--- src/rtl/pc_pkg.sv ---
// Shared constants and next-PC select encoding for the fetch-stage program counter.
package pc_pkg;

    localparam int unsigned INSTR_BYTES   = 4;
    localparam logic [31:0] DEF_RESET_VEC = 32'h0000_0000;
    localparam logic [31:0] DEF_EXC_VEC   = 32'h0000_0080;

    typedef enum logic [2:0] {
        SEL_HOLD,
        SEL_SEQ,
        SEL_EXC,
        SEL_BR,
        SEL_JMP,
        SEL_RET
    } pc_sel_e;

endpackage

--- src/rtl/pc_if.sv ---
// Redirect/event inputs and fetch-address outputs of pc_unit.
// master = hazard/branch resolution side, slave = pc_unit.
interface pc_if #(
    parameter int unsigned ADDR_W    = 32,
    parameter int unsigned RAS_DEPTH = 4
);
    localparam int unsigned CNT_W = $clog2(RAS_DEPTH) + 1;

    logic              stall_i;
    logic              exc_i;
    logic [ADDR_W-1:0] exc_pc_i;
    logic              branch_i;
    logic [ADDR_W-1:0] branch_target_i;
    logic              jump_i;
    logic [ADDR_W-1:0] jump_target_i;
    logic              call_i;
    logic [ADDR_W-1:0] call_ret_i;
    logic              ret_i;
    logic [ADDR_W-1:0] ret_target_i;
    logic [ADDR_W-1:0] pc_o;
    logic [ADDR_W-1:0] pc_plus4_o;
    logic              redirect_o;
    logic [ADDR_W-1:0] epc_o;
    logic [CNT_W-1:0]  ras_count_o;

    modport master (
        output stall_i, exc_i, exc_pc_i, branch_i, branch_target_i,
               jump_i, jump_target_i, call_i, call_ret_i, ret_i, ret_target_i,
        input  pc_o, pc_plus4_o, redirect_o, epc_o, ras_count_o
    );

    modport slave (
        input  stall_i, exc_i, exc_pc_i, branch_i, branch_target_i,
               jump_i, jump_target_i, call_i, call_ret_i, ret_i, ret_target_i,
        output pc_o, pc_plus4_o, redirect_o, epc_o, ras_count_o
    );
endinterface

--- src/rtl/pc_ras.sv ---
// Circular return-address stack: a full push overwrites the oldest entry,
// push+pop together replaces the top in place.
module pc_ras
    import pc_pkg::*;
#(
    parameter int unsigned DEPTH = 4,
    parameter int unsigned W     = 32
) (
    input  logic                       clk_i,
    input  logic                       rst_i,
    input  logic                       push_i,
    input  logic                       pop_i,
    input  logic                       clear_i,
    input  logic [W-1:0]               push_data_i,
    output logic [W-1:0]               top_o,
    output logic [$clog2(DEPTH):0]     count_o
);
    localparam int unsigned PTR_W = $clog2(DEPTH);
    localparam int unsigned CNT_W = PTR_W + 1;

    logic [W-1:0]     mem_q [DEPTH];
    logic [W-1:0]     mem_d [DEPTH];
    logic [PTR_W-1:0] ptr_q, ptr_d, top_idx;
    logic [CNT_W-1:0] cnt_q, cnt_d;

    // ptr_q is the next free slot, so the top lives one below it
    assign top_idx = ptr_q - PTR_W'(1);
    assign top_o   = mem_q[top_idx];
    assign count_o = cnt_q;

    always_comb begin
        mem_d = mem_q;
        ptr_d = ptr_q;
        cnt_d = cnt_q;
        if (clear_i) begin
            ptr_d = '0;
            cnt_d = '0;
        end else if (push_i && pop_i) begin
            mem_d[top_idx] = push_data_i;
        end else if (push_i) begin
            mem_d[ptr_q] = push_data_i;
            ptr_d        = ptr_q + PTR_W'(1);
            if (cnt_q != CNT_W'(DEPTH)) cnt_d = cnt_q + CNT_W'(1);
        end else if (pop_i && (cnt_q != '0)) begin
            ptr_d = top_idx;
            cnt_d = cnt_q - CNT_W'(1);
        end
    end

    always_ff @(posedge clk_i) begin
        if (rst_i) begin
            for (int unsigned i = 0; i < DEPTH; i++) mem_q[i] <= '0;
            ptr_q <= '0;
            cnt_q <= '0;
        end else begin
            mem_q <= mem_d;
            ptr_q <= ptr_d;
            cnt_q <= cnt_d;
        end
    end
endmodule

--- src/rtl/pc_unit.sv ---
// Fetch-stage program counter with prioritised redirects.
// Optional return-address stack enabled by defining PC_RAS_EN.
module pc_unit
    import pc_pkg::*;
#(
    parameter int unsigned       ADDR_W    = 32,
    parameter logic [ADDR_W-1:0] RESET_VEC = ADDR_W'(DEF_RESET_VEC),
    parameter logic [ADDR_W-1:0] EXC_VEC   = ADDR_W'(DEF_EXC_VEC),
    parameter int unsigned       RAS_DEPTH = 4
) (
    input  logic  clk_i,
    input  logic  rst_i,
    pc_if.slave   bus
);
    localparam int unsigned       CNT_W      = $clog2(RAS_DEPTH) + 1;
    localparam logic [ADDR_W-1:0] ALIGN_MASK = ~ADDR_W'(INSTR_BYTES - 1);

    pc_sel_e           sel;
    logic [ADDR_W-1:0] pc_q, pc_d;
    logic [ADDR_W-1:0] epc_q, epc_d;
    logic              redirect_q, redirect_d;
    logic [ADDR_W-1:0] ras_top;
    logic              ras_valid;

    always_comb begin
        sel = SEL_SEQ;
        if (bus.exc_i)         sel = SEL_EXC;
        else if (bus.branch_i) sel = SEL_BR;
        else if (bus.jump_i)   sel = SEL_JMP;
        else if (bus.ret_i)    sel = SEL_RET;
        else if (bus.stall_i)  sel = SEL_HOLD;
    end

`ifdef PC_RAS_EN
    logic             ras_push, ras_pop, ras_clear;
    logic [CNT_W-1:0] ras_count;

    // exc/branch in the same cycle mean the call/ret is on the wrong path
    assign ras_clear = bus.exc_i;
    assign ras_push  = bus.call_i && !bus.exc_i && !bus.branch_i && !bus.stall_i;
    assign ras_pop   = (sel == SEL_RET);
    assign ras_valid = (ras_count != '0);

    pc_ras #(
        .DEPTH (RAS_DEPTH),
        .W     (ADDR_W)
    ) u_ras (
        .clk_i       (clk_i),
        .rst_i       (rst_i),
        .push_i      (ras_push),
        .pop_i       (ras_pop),
        .clear_i     (ras_clear),
        .push_data_i (bus.call_ret_i),
        .top_o       (ras_top),
        .count_o     (ras_count)
    );

    assign bus.ras_count_o = ras_count;
`else
    logic unused_call;

    assign unused_call     = ^{bus.call_i, bus.call_ret_i};
    assign ras_top         = '0;
    assign ras_valid       = 1'b0;
    assign bus.ras_count_o = '0;
`endif

    always_comb begin
        pc_d       = pc_q;
        epc_d      = epc_q;
        redirect_d = 1'b0;
        unique case (sel)
            SEL_EXC: pc_d = EXC_VEC & ALIGN_MASK;
            SEL_BR:  pc_d = bus.branch_target_i & ALIGN_MASK;
            SEL_JMP: pc_d = bus.jump_target_i & ALIGN_MASK;
            SEL_RET: pc_d = (ras_valid ? ras_top : bus.ret_target_i) & ALIGN_MASK;
            SEL_SEQ: pc_d = pc_q + ADDR_W'(INSTR_BYTES);
            default: pc_d = pc_q;
        endcase
        if (sel inside {SEL_EXC, SEL_BR, SEL_JMP, SEL_RET}) redirect_d = 1'b1;
        if (bus.exc_i) epc_d = bus.exc_pc_i;
    end

    always_ff @(posedge clk_i) begin
        if (rst_i) begin
            pc_q       <= RESET_VEC;
            epc_q      <= '0;
            redirect_q <= 1'b0;
        end else begin
            pc_q       <= pc_d;
            epc_q      <= epc_d;
            redirect_q <= redirect_d;
        end
    end

    assign bus.pc_o       = pc_q;
    assign bus.pc_plus4_o = pc_q + ADDR_W'(INSTR_BYTES);
    assign bus.redirect_o = redirect_q;
    assign bus.epc_o      = epc_q;
endmodule

--- src/flat_wrapper.sv ---
// flat-port wrapper written by rule: the top's interface ports become plain ports
module pc_unit_flat import pc_pkg::*;
#(
    parameter int unsigned       ADDR_W    = 32,
    parameter logic [ADDR_W-1:0] RESET_VEC = ADDR_W'(DEF_RESET_VEC),
    parameter logic [ADDR_W-1:0] EXC_VEC   = ADDR_W'(DEF_EXC_VEC),
    parameter int unsigned       RAS_DEPTH = 4
)
  (clk_i, rst_i, bus_stall_i, bus_exc_i, bus_exc_pc_i, bus_branch_i, bus_branch_target_i, bus_jump_i, bus_jump_target_i, bus_call_i, bus_call_ret_i, bus_ret_i, bus_ret_target_i, bus_pc_o, bus_pc_plus4_o, bus_redirect_o, bus_epc_o, bus_ras_count_o);
  pc_if #(.ADDR_W(ADDR_W), .RAS_DEPTH(RAS_DEPTH)) bus_i ();
  input  logic clk_i;
  input  logic rst_i;
  input wire logic [$bits(bus_i.stall_i)-1:0] bus_stall_i;
  input wire logic [$bits(bus_i.exc_i)-1:0] bus_exc_i;
  input wire logic [$bits(bus_i.exc_pc_i)-1:0] bus_exc_pc_i;
  input wire logic [$bits(bus_i.branch_i)-1:0] bus_branch_i;
  input wire logic [$bits(bus_i.branch_target_i)-1:0] bus_branch_target_i;
  input wire logic [$bits(bus_i.jump_i)-1:0] bus_jump_i;
  input wire logic [$bits(bus_i.jump_target_i)-1:0] bus_jump_target_i;
  input wire logic [$bits(bus_i.call_i)-1:0] bus_call_i;
  input wire logic [$bits(bus_i.call_ret_i)-1:0] bus_call_ret_i;
  input wire logic [$bits(bus_i.ret_i)-1:0] bus_ret_i;
  input wire logic [$bits(bus_i.ret_target_i)-1:0] bus_ret_target_i;
  output wire logic [$bits(bus_i.pc_o)-1:0] bus_pc_o;
  output wire logic [$bits(bus_i.pc_plus4_o)-1:0] bus_pc_plus4_o;
  output wire logic [$bits(bus_i.redirect_o)-1:0] bus_redirect_o;
  output wire logic [$bits(bus_i.epc_o)-1:0] bus_epc_o;
  output wire logic [$bits(bus_i.ras_count_o)-1:0] bus_ras_count_o;
  assign bus_i.stall_i = bus_stall_i;
  assign bus_i.exc_i = bus_exc_i;
  assign bus_i.exc_pc_i = bus_exc_pc_i;
  assign bus_i.branch_i = bus_branch_i;
  assign bus_i.branch_target_i = bus_branch_target_i;
  assign bus_i.jump_i = bus_jump_i;
  assign bus_i.jump_target_i = bus_jump_target_i;
  assign bus_i.call_i = bus_call_i;
  assign bus_i.call_ret_i = bus_call_ret_i;
  assign bus_i.ret_i = bus_ret_i;
  assign bus_i.ret_target_i = bus_ret_target_i;
  assign bus_pc_o = bus_i.pc_o;
  assign bus_pc_plus4_o = bus_i.pc_plus4_o;
  assign bus_redirect_o = bus_i.redirect_o;
  assign bus_epc_o = bus_i.epc_o;
  assign bus_ras_count_o = bus_i.ras_count_o;
  pc_unit #(.ADDR_W(ADDR_W), .RESET_VEC(RESET_VEC), .EXC_VEC(EXC_VEC), .RAS_DEPTH(RAS_DEPTH)) u_core (.clk_i(clk_i), .rst_i(rst_i), .bus(bus_i));
endmodule
--- config.mk ---
export PLATFORM = sky130hd
export DESIGN_NAME = pc_unit_flat
export DESIGN_NICKNAME = d
export VERILOG_FILES = /design/src/rtl/pc_pkg.sv /design/src/rtl/pc_if.sv /design/src/rtl/pc_ras.sv /design/src/rtl/pc_unit.sv /design/src/flat_wrapper.sv
export SDC_FILE = /design/constraint.sdc
export NUM_CORES = 1
export LEC_CHECK = 0
export ABC_AREA = 0
export ABC_CLOCK_PERIOD_IN_PS = 3000
export CAP_MARGIN = 15
export CORE_AREA = 4 4 130 132
export CTS_CLUSTER_DIAMETER = 150
export DETAILED_ROUTE_END_ITERATION = 12
export DIE_AREA = 0 0 134 136
export PLACE_DENSITY_LB_ADDON = 0.08
export SYNTH_ARGS = -nofsm -noshare
export SYNTH_HDL_FRONTEND = slang
export SYNTH_SLANG_ARGS = --single-unit
export TNS_END_PERCENT = 30
--- constraint.sdc ---
create_clock -name clk_i -period 3 [get_ports clk_i]
set_input_delay 0.45 -clock clk_i [delete_from_list [all_inputs] [get_ports clk_i]]
set_output_delay 0.45 -clock clk_i [all_outputs]
set_load 0.01 [all_outputs]
==> metrics <==
count leader, synth nor2_1; maximum vdd drop 0.1996 mV; crit path max fanout 6; GRT Overall Usage 16.69%; Remaining DRCs 0; Synth async-reset ratio 0%; CP required ~2.6 ns; Simple-Gate Fraction of Synth Area between 20% and 30%; worst skew pair latency 0.34 ns; FP Rows 46; Clk pin slew, worst setup/hold paths 0.06 ns; status completed; DRT Wirelength 15.61 mm; routability cong. 0.7817; top cells by area, synth dfxtp_1 34%, mux2i_1 8.6%, nor2_1 6.9%, xnor2_1 6.6%, a22oi_1 4.6%; n_diodes 0; Synth Warn # 0; RSZ-0062 raised after global routing true; first drt pass iteration count 7; Mapped Area about 0.0037 mm^2; area fraction in compound gates after synthesis 16.71%; startpoint types register; Slew HR 57.75%; Synth Area in Adders 0.3362%; Layout area overhead 78.31%; dpl cells approximately 880; die area approximately 0.018 mm^2; Fmax 0.3452 GHz; initial core utilization a little under a quarter; post-synthesis sequential area ratio 33.89%; Main synth FF type dfxtp_1; nets 850; post-route ant nets 0; Worst-Margin Slew ~0.63 ns; Max Buffers Root-to-Sink 2; LEAKAGE 2.550 nW; Final Non-Filler Cells 902; Die Span Y approximately 140 um; Post-synth EDFFs 0; CTS buffer count 9; Synth Area in XOR/XNOR 11.06%; boundary pin count around 270; largest net degree at the start of global routing 46; worst hold path type reg2reg; Yosys top cell by area dfxtp_1; critical setup path kind reg2out; Remaining Overflow, GRT 0; average wire per standard cell 17.30 um; Worst Slack Setup Final 0.1034 ns; Clock Tree Root clkbuf_16; antenna violations before repair 0; endpoint class of the critical path output port; Port Buffers approximately 220; Placement Setup Slack 0.1837 ns; clock sink total 63; Post-Synthesis Cells 454; H-tree depth 3; maxcap violations 0; Max Slew Vio Count 0; Avg Vias per Cell 4.575; HPWL Detailed 12.30 mm; largest family of logic cells by synthesized area simple AND/OR/NAND/NOR gates; final hold violations 0; CTS tree done; CORE AREA 0.01571 mm^2; DRT iter0 DRCs 182; share of cells above drive strength 1 10.50%; vias in the first global route about 4400; commonest cells in the netlist 68 x nor2_1, 63 x dfxtp_1, 32 x mux2i_1; syn_area_per_cell 8.196 um^2; Synth Register Bits 63; via count 4127; first-pass GRT wire length 23.75 mm; Final period util ~97%; final setup vio count 0; Yosys top cell area share 33.89%; Worst EP arrival between 2 and 2.5 ns; Clock Skew 0.003909 ns; die width 134 um; PwrDens 400.5 mW/mm^2; Final min period slightly below 3 ns; post-synth cell types 52; multiplexer area fraction after synthesis under 10%
==> kinds of logic after synthesis <==
family,after synthesis
compound gates,94
xor+xnor,47
fa+ha+maj,1
buf+inv,49
flops,63
mux,33
other cells,1
simple gates,166
==> path summary, 6_finish.rpt <==
kind / startpoint / endpoint / slack, ns / cells past startpoint
setup / recovery: u_core.bus.pc_o[2]$_SDFFE_PP0P_ / bus_pc_plus4_o[15] / 0.10 / 6
hold / removal: u_core.bus.epc_o[22]$_SDFFE_PP0P_ / u_core.bus.epc_o[22]$_SDFFE_PP0P_ / 0.49 / 2
setup reg to reg: u_core.bus.pc_o[3]$_SDFFE_PP0P_ / u_core.bus.pc_o[24]$_SDFFE_PP0P_ / 1.10 / 8
hold reg to reg: u_core.bus.epc_o[22]$_SDFFE_PP0P_ / u_core.bus.epc_o[22]$_SDFFE_PP0P_ / 0.49 / 2
==> placed cells by master, fill, tap and decap left out, types with 9 or more instances in the layout <==
master	count
buf_4	31
nand3_1	20
mux2i_1	32
nand2_1	20
clkdlybuf4s50_1	212
nand4_1	9
clkbuf_16	9
nor2_1	68
xnor2_1	26
a21oi_1	30
xor2_1	19
o22ai_1	16
dfxtp_1	59
a22oi_1	23
==> stage by stage <==
stage               hold slack, ns  area (um^2)  util (%)  TNS [ns]  total power [mW]
finish                      0.4917         6635     42.23         0             2.658
global route                0.5303         6635     42.23   -0.1208             2.781
CTS                         0.4987         6610     42.07         0             2.694
detailed placement          0.4831         6242     39.73         0             1.530
global placement            0.4721         6242     39.73         0             1.525
floorplan                   0.5313         3744         -         0             1.161
==> area by class of cell <==
class / instances / area (um^2)
clock buffers: 9 / 225.2
clock inverters: 7 / 96.34
fillers: 1598 / 9077
inverters: 6 / 22.52
multi-input cells: 348 / 2306
flip-flops and latches: 63 / 1266
well taps: 216 / 270.3
repair buffers: 253 / 2449
==> critical path, stage by stage, from the launching register on <==
cell	delay, ns
dfxtp_1	0.34
buf_4	0.17
nand4_1	0.17
or4_4	0.60
nor2_1	0.13
xor2_1	0.15
clkdlybuf4s50_1	0.55
==> sequential cells by signal, indices dropped and copies added, names as in the netlist <==
register and cells:
u_core.bus.redirect_o 1, u_core.bus.epc_o 32, u_core.bus.pc_o 30
==> power breakdown <==
group	internal, mW	total (mW)	switching, mW
logic	0.352	0.581	0.229
clock network	0.728	1.15	0.420
registers	0.885	0.928	0.0438
total	1.96	2.66	0.693
==> routing by layer <==
metal	vias up	track usage [%]	share of wire, %
met1	1908	20.57	43
met5	-	0	0
met4	0	6.629	2.3
met2	137	27.26	47
li1	2060	-	-
met3	22	5.144	7.2
==> repair_timing <==
item                                    in CTS  in global routing
endpoints found under the setup margin      11                  7
hold buffers                                 0                  0
pin swaps                                    0                  1
gates resized for setup                     14                  7
buffers inserted                             2                  0
(Power assumes the default switching activity.)
